==> src/rtl/dmem_arbiter.sv <==
// rtl/dmem_arbiter.sv - single-port data SRAM arbiter with sub-word read-modify-write
module dmem_arbiter #(
   parameter int ADDR_WIDTH   = 32,
   parameter int DATA_WIDTH   = 32,
   parameter int STARVE_LIMIT = 4
) (
   input  logic                  clk,
   input  logic                  rst,
   input  logic                  enable,
   input  logic                  c_req,
   input  logic                  c_we,
   input  logic [1:0]            c_size,
   input  logic [ADDR_WIDTH-1:0] c_addr,
   input  logic [DATA_WIDTH-1:0] c_wdata,
   output logic                  c_gnt,
   output logic                  c_err,
   output logic                  c_rvalid,
   output logic [DATA_WIDTH-1:0] c_rdata,
   input  logic                  d_req,
   input  logic                  d_we,
   input  logic [ADDR_WIDTH-1:0] d_addr,
   input  logic [DATA_WIDTH-1:0] d_wdata,
   output logic                  d_gnt,
   output logic                  d_rvalid,
   output logic [DATA_WIDTH-1:0] d_rdata,
   output logic                  m_en,
   output logic                  m_we,
   output logic [ADDR_WIDTH-3:0] m_addr,
   output logic [DATA_WIDTH-1:0] m_wdata,
   input  logic [DATA_WIDTH-1:0] m_rdata
);
   localparam int WAW = ADDR_WIDTH - 2;

   typedef enum logic [1:0] {IDLE, RD_WAIT, RMW} state_t;

   state_t                r_state, w_next;
   logic [3:0]            r_starve;
   logic                  r_port_d;
   logic [WAW-1:0]        r_waddr;
   logic                  r_half;
   logic [1:0]            r_off;
   logic [DATA_WIDTH-1:0] r_wdata;
   logic [DATA_WIDTH-1:0] r_c_rdata, r_d_rdata;

   logic                  w_can_gnt, w_starved, w_gnt_c, w_gnt_d;
   logic                  w_c_byte, w_c_half, w_c_word, w_c_mis;
   logic [1:0]            w_c_off;
   logic [DATA_WIDTH-1:0] w_merged;
   logic                  w_unused;

   // Port D is word-only, so its byte offset bits carry no information.
   assign w_unused  = ^d_addr[1:0];

   assign w_can_gnt = (r_state == IDLE) && enable && !rst;
   assign w_starved = (r_starve == 4'(STARVE_LIMIT));
   assign w_gnt_c   = w_can_gnt && c_req && !(d_req && w_starved);
   assign w_gnt_d   = w_can_gnt && d_req && !w_gnt_c;

   assign w_c_byte  = (c_size == 2'b00);
   assign w_c_half  = (c_size == 2'b01);
   assign w_c_word  = c_size[1];
   assign w_c_mis   = (w_c_half && c_addr[0]) || (w_c_word && (c_addr[1:0] != 2'b00));
   assign w_c_off   = w_c_byte ? c_addr[1:0] : (w_c_half ? {c_addr[1], 1'b0} : 2'b00);

   assign c_gnt     = w_gnt_c;
   assign d_gnt     = w_gnt_d;
   assign c_err     = w_gnt_c && w_c_mis;

   always_comb begin
      w_merged = m_rdata;
      if (r_half)
         w_merged[{r_off[1], 4'b0000} +: 16] = r_wdata[15:0];
      else
         w_merged[{r_off, 3'b000} +: 8] = r_wdata[7:0];
   end

   always_comb begin
      w_next   = r_state;
      m_en     = 1'b0;
      m_we     = 1'b0;
      m_addr   = '0;
      m_wdata  = '0;
      c_rvalid = 1'b0;
      d_rvalid = 1'b0;
      c_rdata  = r_c_rdata;
      d_rdata  = r_d_rdata;
      if (!rst) begin
         case (r_state)
            IDLE: begin
               if (w_gnt_c) begin
                  m_en   = 1'b1;
                  m_addr = c_addr[ADDR_WIDTH-1:2];
                  // Sub-word stores start with a read; the write happens in RMW.
                  m_we   = c_we && w_c_word;
                  if (m_we) m_wdata = c_wdata;
                  if (!c_we)          w_next = RD_WAIT;
                  else if (!w_c_word) w_next = RMW;
               end else if (w_gnt_d) begin
                  m_en   = 1'b1;
                  m_addr = d_addr[ADDR_WIDTH-1:2];
                  m_we   = d_we;
                  if (d_we) m_wdata = d_wdata;
                  else      w_next  = RD_WAIT;
               end
            end
            RD_WAIT: begin
               if (r_port_d) begin
                  d_rvalid = 1'b1;
                  d_rdata  = m_rdata;
               end else begin
                  c_rvalid = 1'b1;
                  c_rdata  = m_rdata;
               end
               w_next = IDLE;
            end
            RMW: begin
               m_en    = 1'b1;
               m_we    = 1'b1;
               m_addr  = r_waddr;
               m_wdata = w_merged;
               w_next  = IDLE;
            end
            default: w_next = IDLE;
         endcase
      end
   end

   always_ff @(posedge clk) begin
      if (rst) begin
         r_state   <= IDLE;
         r_starve  <= 4'd0;
         r_c_rdata <= '0;
         r_d_rdata <= '0;
         r_port_d  <= 1'b0;
         r_waddr   <= '0;
         r_half    <= 1'b0;
         r_off     <= 2'b00;
         r_wdata   <= '0;
      end else begin
         r_state <= w_next;
         if (c_rvalid) r_c_rdata <= m_rdata;
         if (d_rvalid) r_d_rdata <= m_rdata;

         if (!d_req || w_gnt_d)
            r_starve <= 4'd0;
         else if (w_gnt_c && !w_starved)
            r_starve <= r_starve + 4'd1;

         if (w_gnt_c) begin
            r_port_d <= 1'b0;
            r_waddr  <= c_addr[ADDR_WIDTH-1:2];
            r_half   <= w_c_half;
            r_off    <= w_c_off;
            r_wdata  <= c_wdata;
         end else if (w_gnt_d) begin
            r_port_d <= 1'b1;
            r_waddr  <= d_addr[ADDR_WIDTH-1:2];
         end
      end
   end
endmodule

==> config.mk <==
export PLATFORM = sky130hd
export DESIGN_NAME = dmem_arbiter
export DESIGN_NICKNAME = d
export VERILOG_FILES = /design/src/rtl/dmem_arbiter.sv
export SDC_FILE = /design/constraint.sdc
export NUM_CORES = 1
export LEC_CHECK = 0
export BUFFER_PORTS_ARGS = -buffer_cell sky130_fd_sc_hd__buf_4
export CAP_MARGIN = 20
export CORE_MARGIN = 5
export CORE_UTILIZATION = 30
export DETAILED_ROUTE_END_ITERATION = 10
export SETUP_SLACK_MARGIN = 0.1
export SLEW_MARGIN = 30
export SYNTH_ARGS = -nofsm -noshare
export SYNTH_HDL_FRONTEND = slang
export SYNTH_SLANG_ARGS = --single-unit
==> constraint.sdc <==
create_clock -name clk -period 3.1 [get_ports clk]
set_input_delay 0.62 -clock clk [delete_from_list [all_inputs] [get_ports clk]]
set_output_delay 0.62 -clock clk [all_outputs]
set_load 0.01 [all_outputs]
# [Yosys cells after proc, flatten, opt, wreduce, memory -nomap -nowiden]
# Index checks and enable logic that the tools add are counted.
[classes] n_addsub=3 eq_ne=6 shift=4 mux=42 n_bitwise=1 reduce_logical=27
[ops] cell="two-way mux 32 bit" n=12
[ops] cell="two-way mux 30 bit" n=5
[ops] cell="bitwise mux 32 bit" n=2
[ops] cell="one-hot mux 32 bit (2 select lines)" n=1
[ops] cell="one-hot mux 30 bit (2 select lines)" n=1
[ops] cell="variable shift 16 x 7 -> 32 bit, first input constant" n=1
[ops] cell="variable shift 8 x 7 -> 32 bit, first input constant" n=1
[ops] cell="indexed part select 16 x 7 -> 32 bit" n=1
[ops] cell="indexed part select 8 x 7 -> 32 bit" n=1
[ops] cell="two-way mux 2 bit" n=7
[ops] cell="negation 5 -> 7 bit" n=2
[ops] cell="logical AND 1 bit" n=12
[ops] cell="two-way mux 1 bit" n=12
[ops] cell="OR reduction 2 bit" n=3
[ops] cell="logical NOT 1 bit" n=5
[ops] cell="adder 4 x 1 -> 4 bit, second input constant" n=1
[ops] cell="equality test 2 x 1 -> 1 bit, second input constant" n=2
[ops] cell="equality test 4 x 3 -> 1 bit, second input constant" n=1
[ops] cell="logical NOT 2 bit" n=2
[ops] cell="one-hot mux 1 bit (2 select lines)" n=2
[ops] cell="nonzero test 2 bit" n=2
[ops] cell="inequality test 3 bit, second input constant" n=1
[ops] cell="AND reduction 3 bit" n=1
[ops] cell="equality test 2 bit, second input constant" n=1
[ops] cell="other kinds (3)" n=4
[word_totals] register_bits=120 in_bits=169

# [Logic depth before layout (Yosys ltp)]
[logic_depth] word_depth=11 depth_mapped=9 mapped_depth_nobuf=7

# [Worst setup path before layout]
# OpenSTA, ideal clock, no wires.
[synth_timing] kind="register to output" from="register r_off[1]" to="output port m_wdata[22]" arrival_ns=2.548 t_required_ns=2.480 slack_ns=-0.068 stages_incl_launch_ff=9 cell_sequence="dfxtp_1 clkbuf_1 buf_2 inv_1 ha_1 nor4bb_1 mux2_2 a22oi_1 o21ai_0"
[synth_between] elab_chain_cells=6 elab_cells_between_ends=11 cone_classes="2 x add/sub; 4 x shift; 5 x mux"
[synth_rtl] item="start, declared" line_no="41" rtl="logic [1:0] r_off;"
[synth_rtl] item="start signal, assigned" line_no="153" rtl="r_off <= w_c_off;"
[synth_rtl] item="negation 5 -> 7 bit, on equally long branches" line_no="72, 74"
[synth_rtl] item="indexed part select 16 x 7 -> 32 bit (tied with other cells)" line_no="72" rtl="w_merged[{r_off[1], 4'b0000} +: 16] = r_wdata[15:0];"
[synth_rtl] item="bitwise mux 32 bit, on equally long branches" line_no="72, 74"
[synth_rtl] item="two-way mux 32 bit (*)" line_no="71" rtl="if (r_half)"
[synth_rtl] item="one-hot mux 32 bit (2 select lines) (*)" line_no="88" rtl="case (r_state)"
[synth_rtl] item="two-way mux 32 bit (*)" line_no="87" rtl="if (!rst) begin"
[synth_rtl] item="end, declared" line_no="29" rtl="output logic [DATA_WIDTH-1:0] m_wdata,"
# Mark *: on every way between the ends. The rest lies on a longest branch, timed or not.

# [Worst setup path after layout]
[layout_timing] from="register r_state[0]" to="output port m_wdata[29]"
[layout_between] elab_chain_cells=11 elab_cells_between_ends=13 cone_classes="1 x eq/ne; 4 x mux; 8 x reduce/logical"
[layout_rtl] item="start, declared" line_no="36" rtl="state_t r_state, w_next;"
[layout_rtl] item="start signal, assigned" line_no="140" rtl="r_state <= w_next;"
[layout_rtl] item="logical NOT 2 bit" line_no="54, 88"
[layout_rtl] item="logical AND 1 bit (2 in series)" line_no="54" rtl="assign w_can_gnt = (r_state == IDLE) && enable && !rst;"
[layout_rtl] item="logical AND 1 bit (2 in series)" line_no="56" rtl="assign w_gnt_c = w_can_gnt && c_req && !(d_req && w_starved);"
[layout_rtl] item="logical NOT 1 bit" line_no="57" rtl="assign w_gnt_d = w_can_gnt && d_req && !w_gnt_c;"
[layout_rtl] item="logical AND 1 bit" line_no="57"
[layout_rtl] item="two-way mux 32 bit" line_no="98" rtl="end else if (w_gnt_d) begin"
[layout_rtl] item="two-way mux 32 bit" line_no="90" rtl="if (w_gnt_c) begin"
[layout_rtl] item="one-hot mux 32 bit (2 select lines) (*)" line_no="88"
[layout_rtl] item="two-way mux 32 bit (*)" line_no="87"
# Marked as above.

==> flow_summary.ini <==
[layout]
area.growth.synth_to_final_pct = 51.6
post-route-util_pct = 46.4
layout.nets = 1410
antenna_cells = 0
drive_gt1_share_pct = 40.0
fin_area_mm2 = 0.0110
num-fill-cells = 2309

[synth]
synth_cells = 937
synth_compound_area_share_pct = 23.0
syn_area_per_cell_um2 = 7.72
ys_types = 43
synth_xor_area_share_pct = 0.121
ys.flop_type = dfxtp_1
synth_top_family_by_area = simple AND/OR/NAND/NOR gates
synth.net_count = 1113
netlist.area_leader.share_pct = 33.2
synth_enable_flop_cells = 0
yosysMostFrequentCell = nand2_1
synth_area_leaders = dfxtp_1 (33%), nand2_1 (14%), mux2_2 (10%), a21oi_1 (5.3%), a311oi_1 (3.6%)
async_reset_ff_share_pct = 0
synth_simple_gate_area_share_pct = 23.6
ys_ff_latch = 120
synth_fa_ha_area_share_pct = 1.21
muxShareOfSynthArea_pct = 13.4
yosysTopAreaCell = dfxtp_1
synth_area_mm2 = 0.00723
ys_warn_count = 0
synthTopCellsByCount = nand2_1 (278), dfxtp_1 (120), a21oi_1 (76), mux2_2 (65), clkbuf_1 (55)
yosysSeqAreaShare_pct = 33.2

[sta]
clock_skew_ns = 0.0107
setup_violations = 0
period_minus_slack_ns = 3.00
tightest_slew_ns = 0.824
rsz0062_at_grt = yes
finalHoldViolCount = 0
hold_ws_ns = 0.403
period_share_pct = 96.7
clock.fmax_mhz = 333
drv_slew = 0
max_slew_margin_pct = 45.1

[critical_path]
path_common_cell = buf_6
cp-start-kind = register
timing.critical_path.buf_inv = 5
max_stage_delay_ns = 0.52
crit_path_max_fanout = 7
cp.arrival_ns = 2.38
slowest_stage = or4b_4
crit_family = buffers and inverters
critPathKind = reg -> out
cp_cell_sequence = or4b_4 -> buf_8 -> buf_6 -> nor4_4 -> buf_6 -> buf_12 -> a221o_1 -> buf_4
cp.required_ns = 2.48
worstSetupEndpointType = output pin

[floorplan]
start_util_pct = 30.6
die_h_um = 165
dieArea_mm2 = 0.0273
row_count = 56
ios = 302
core-area_mm2 = 0.0236
die_w_um = 165

[detailed_routing]
dr_total_vias = 8293
drc_errors = 0
viasPerCell = 5.30
drt_wl_total_mm = 32.0
wl_per_cell_um = 20.5
firstDrtPassIters = 6
drt_iter0_markers = 587
drtAntennaViolNets = 0

[power_and_ir_drop]
switchingPower_w = 0.00125
combPwrFrac_pct = 17.2
power_density_mw_per_mm2 = 388
intPower_w = 0.00300
seqPwrFrac_pct = 38.7
p_sw_share_pct = 29.4
peakVddDrop_mv = 0.270
p_clk_share_pct = 44.1
leakagePower_nw = 4.58

[clocking]
cts.sinks = 120
cts-root-buf = clkbuf_16
clkSlewWorstSetupHoldPaths_ns = 0.06
cts.path.max_buffers = 2
h-tree-depth = 4
ctsHoldBuffers = 0
cts_made_buffers = 17
clk_latency_ns = 0.42
cts_tree = yes

[placed_design]
hpwl_mm = 22.3
numPortBuffers = 299
placedInstanceArea_mm2 = 0.00999
gp_congestion = 0.888

[grt]
grt_pass1_vias = 8044
track_usage_pct = 22.1
grt_start_max_net_pins = 92
grt_pass1_wl_mm = 46.3
grt_overflow_total = 0
antenna_found_initial = 0

[worst_hold_path]
hold_class = in -> reg

[job]
cap_violations = 0

[status]
outcome = complete, no violations
## layout make-up
class                      instances  area (um2)  area share (%)
clock buffer                      18         429            3.91
clock inverter                    14         115            1.05
inverter                          13        51.3           0.468
multi-input combinational        725        4630            42.3
sequential                       120        2410            22.0
tap                              319         399            3.64
timing repair buffer             357        2930            26.7
## per-stage QoR
| stage | setup TNS (ns) | power, W | cells | setup slack (ns) |
|---|---|---|---|---|
| 2_1_floorplan | 0 | 0.00195 | 937 | 0.210 |
| 3_3_place_gp | 0 | 0.00236 | 1517 | 0.148 |
| 3_5_place_dp | 0 | 0.00237 | 1517 | 0.152 |
| 4_1_cts | 0 | 0.00427 | 1555 | 0.0680 |
| 5_1_grt | -0.0000464 | 0.00442 | 1566 | -0.0000464 |
| 6_report | 0 | 0.00425 | 1566 | 0.101 |
## layer usage
layer  vias to the layer above  wire length (um)  track usage (%)
met2                       367             15100             38.2
met4                         0               596             6.50
met3                        34              2960             6.25
met5                         -                 0                0
li1                       3969                 -                -
met1                      3923             13400             26.7
## worst min-delay path, cell delays in order
cell and delay (ns):
buf_4 0.09, nand2_1 0.04, nand2_1 0.04
## cells in the final DEF, fill, tap and decap left out, types with 6 or more instances in the layout
cell type and n:
nand3b_1 19, nand2_1 278, o21ai_0 11, inv_1 10
buf_12 8, a22oi_2 11, nor2_1 44, dfxtp_1 115
clkbuf_16 19, a211oi_1 12, mux2i_1 24, nand2b_1 6
buf_6 20, a22oi_1 20, inv_6 6, mux2_2 65
buf_4 324, a221oi_1 20, nand3_1 20, a311oi_1 30
a221o_1 24, a21oi_1 76
## worst paths after layout
check	start	end	slack (ns)	cells after the start
hold / removal	c_wdata[4]	r_wdata[4]	0.40	3
hold reg to reg	r_c_rdata[30]	r_c_rdata[30]	0.45	2
setup / recovery	r_state[0]	m_wdata[29]	0.10	8
setup reg to reg	r_starve[0]	r_waddr[23]	0.73	9
## what timing repair did
action / CTS / global route
cloned: 2 / 3
pin swaps: 10 / 29
endpoints found under the setup margin: 28 / 58
setup buffers: 4 / 9
resized for setup: 14 / 49
## registers in the layout, indices dropped and copies added, names as in the netlist
| signal | count |
|---|---|
| r_port_d | 1 |
| r_starve | 4 |
| r_c_rdata | 32 |
| r_waddr | 30 |
| r_wdata | 16 |
| r_half | 1 |
| r_off | 2 |
| r_d_rdata | 32 |
| r_state | 2 |
## power groups by stage
stage	sequential (W)	combinational (W)	clock, W
after detailed placement	0.00168	0.000693	0
after global placement	0.00168	0.000685	0
final	0.00164	0.000731	0.00188
after CTS	0.00164	0.000708	0.00192
after floorplan	0.00166	0.000294	0
after global routing	0.00165	0.000788	0.00199
## logic make-up after synthesis
kind of cell               after synthesis
and+or+nand+nor                        397
AOI/OAI and AO/OA                      231
DFF                                    120
buffers and inverters                   92
muxes                                   89
adders and majority gates                7
xor gates and xnor gates                 1
(Power assumes the default switching activity.)
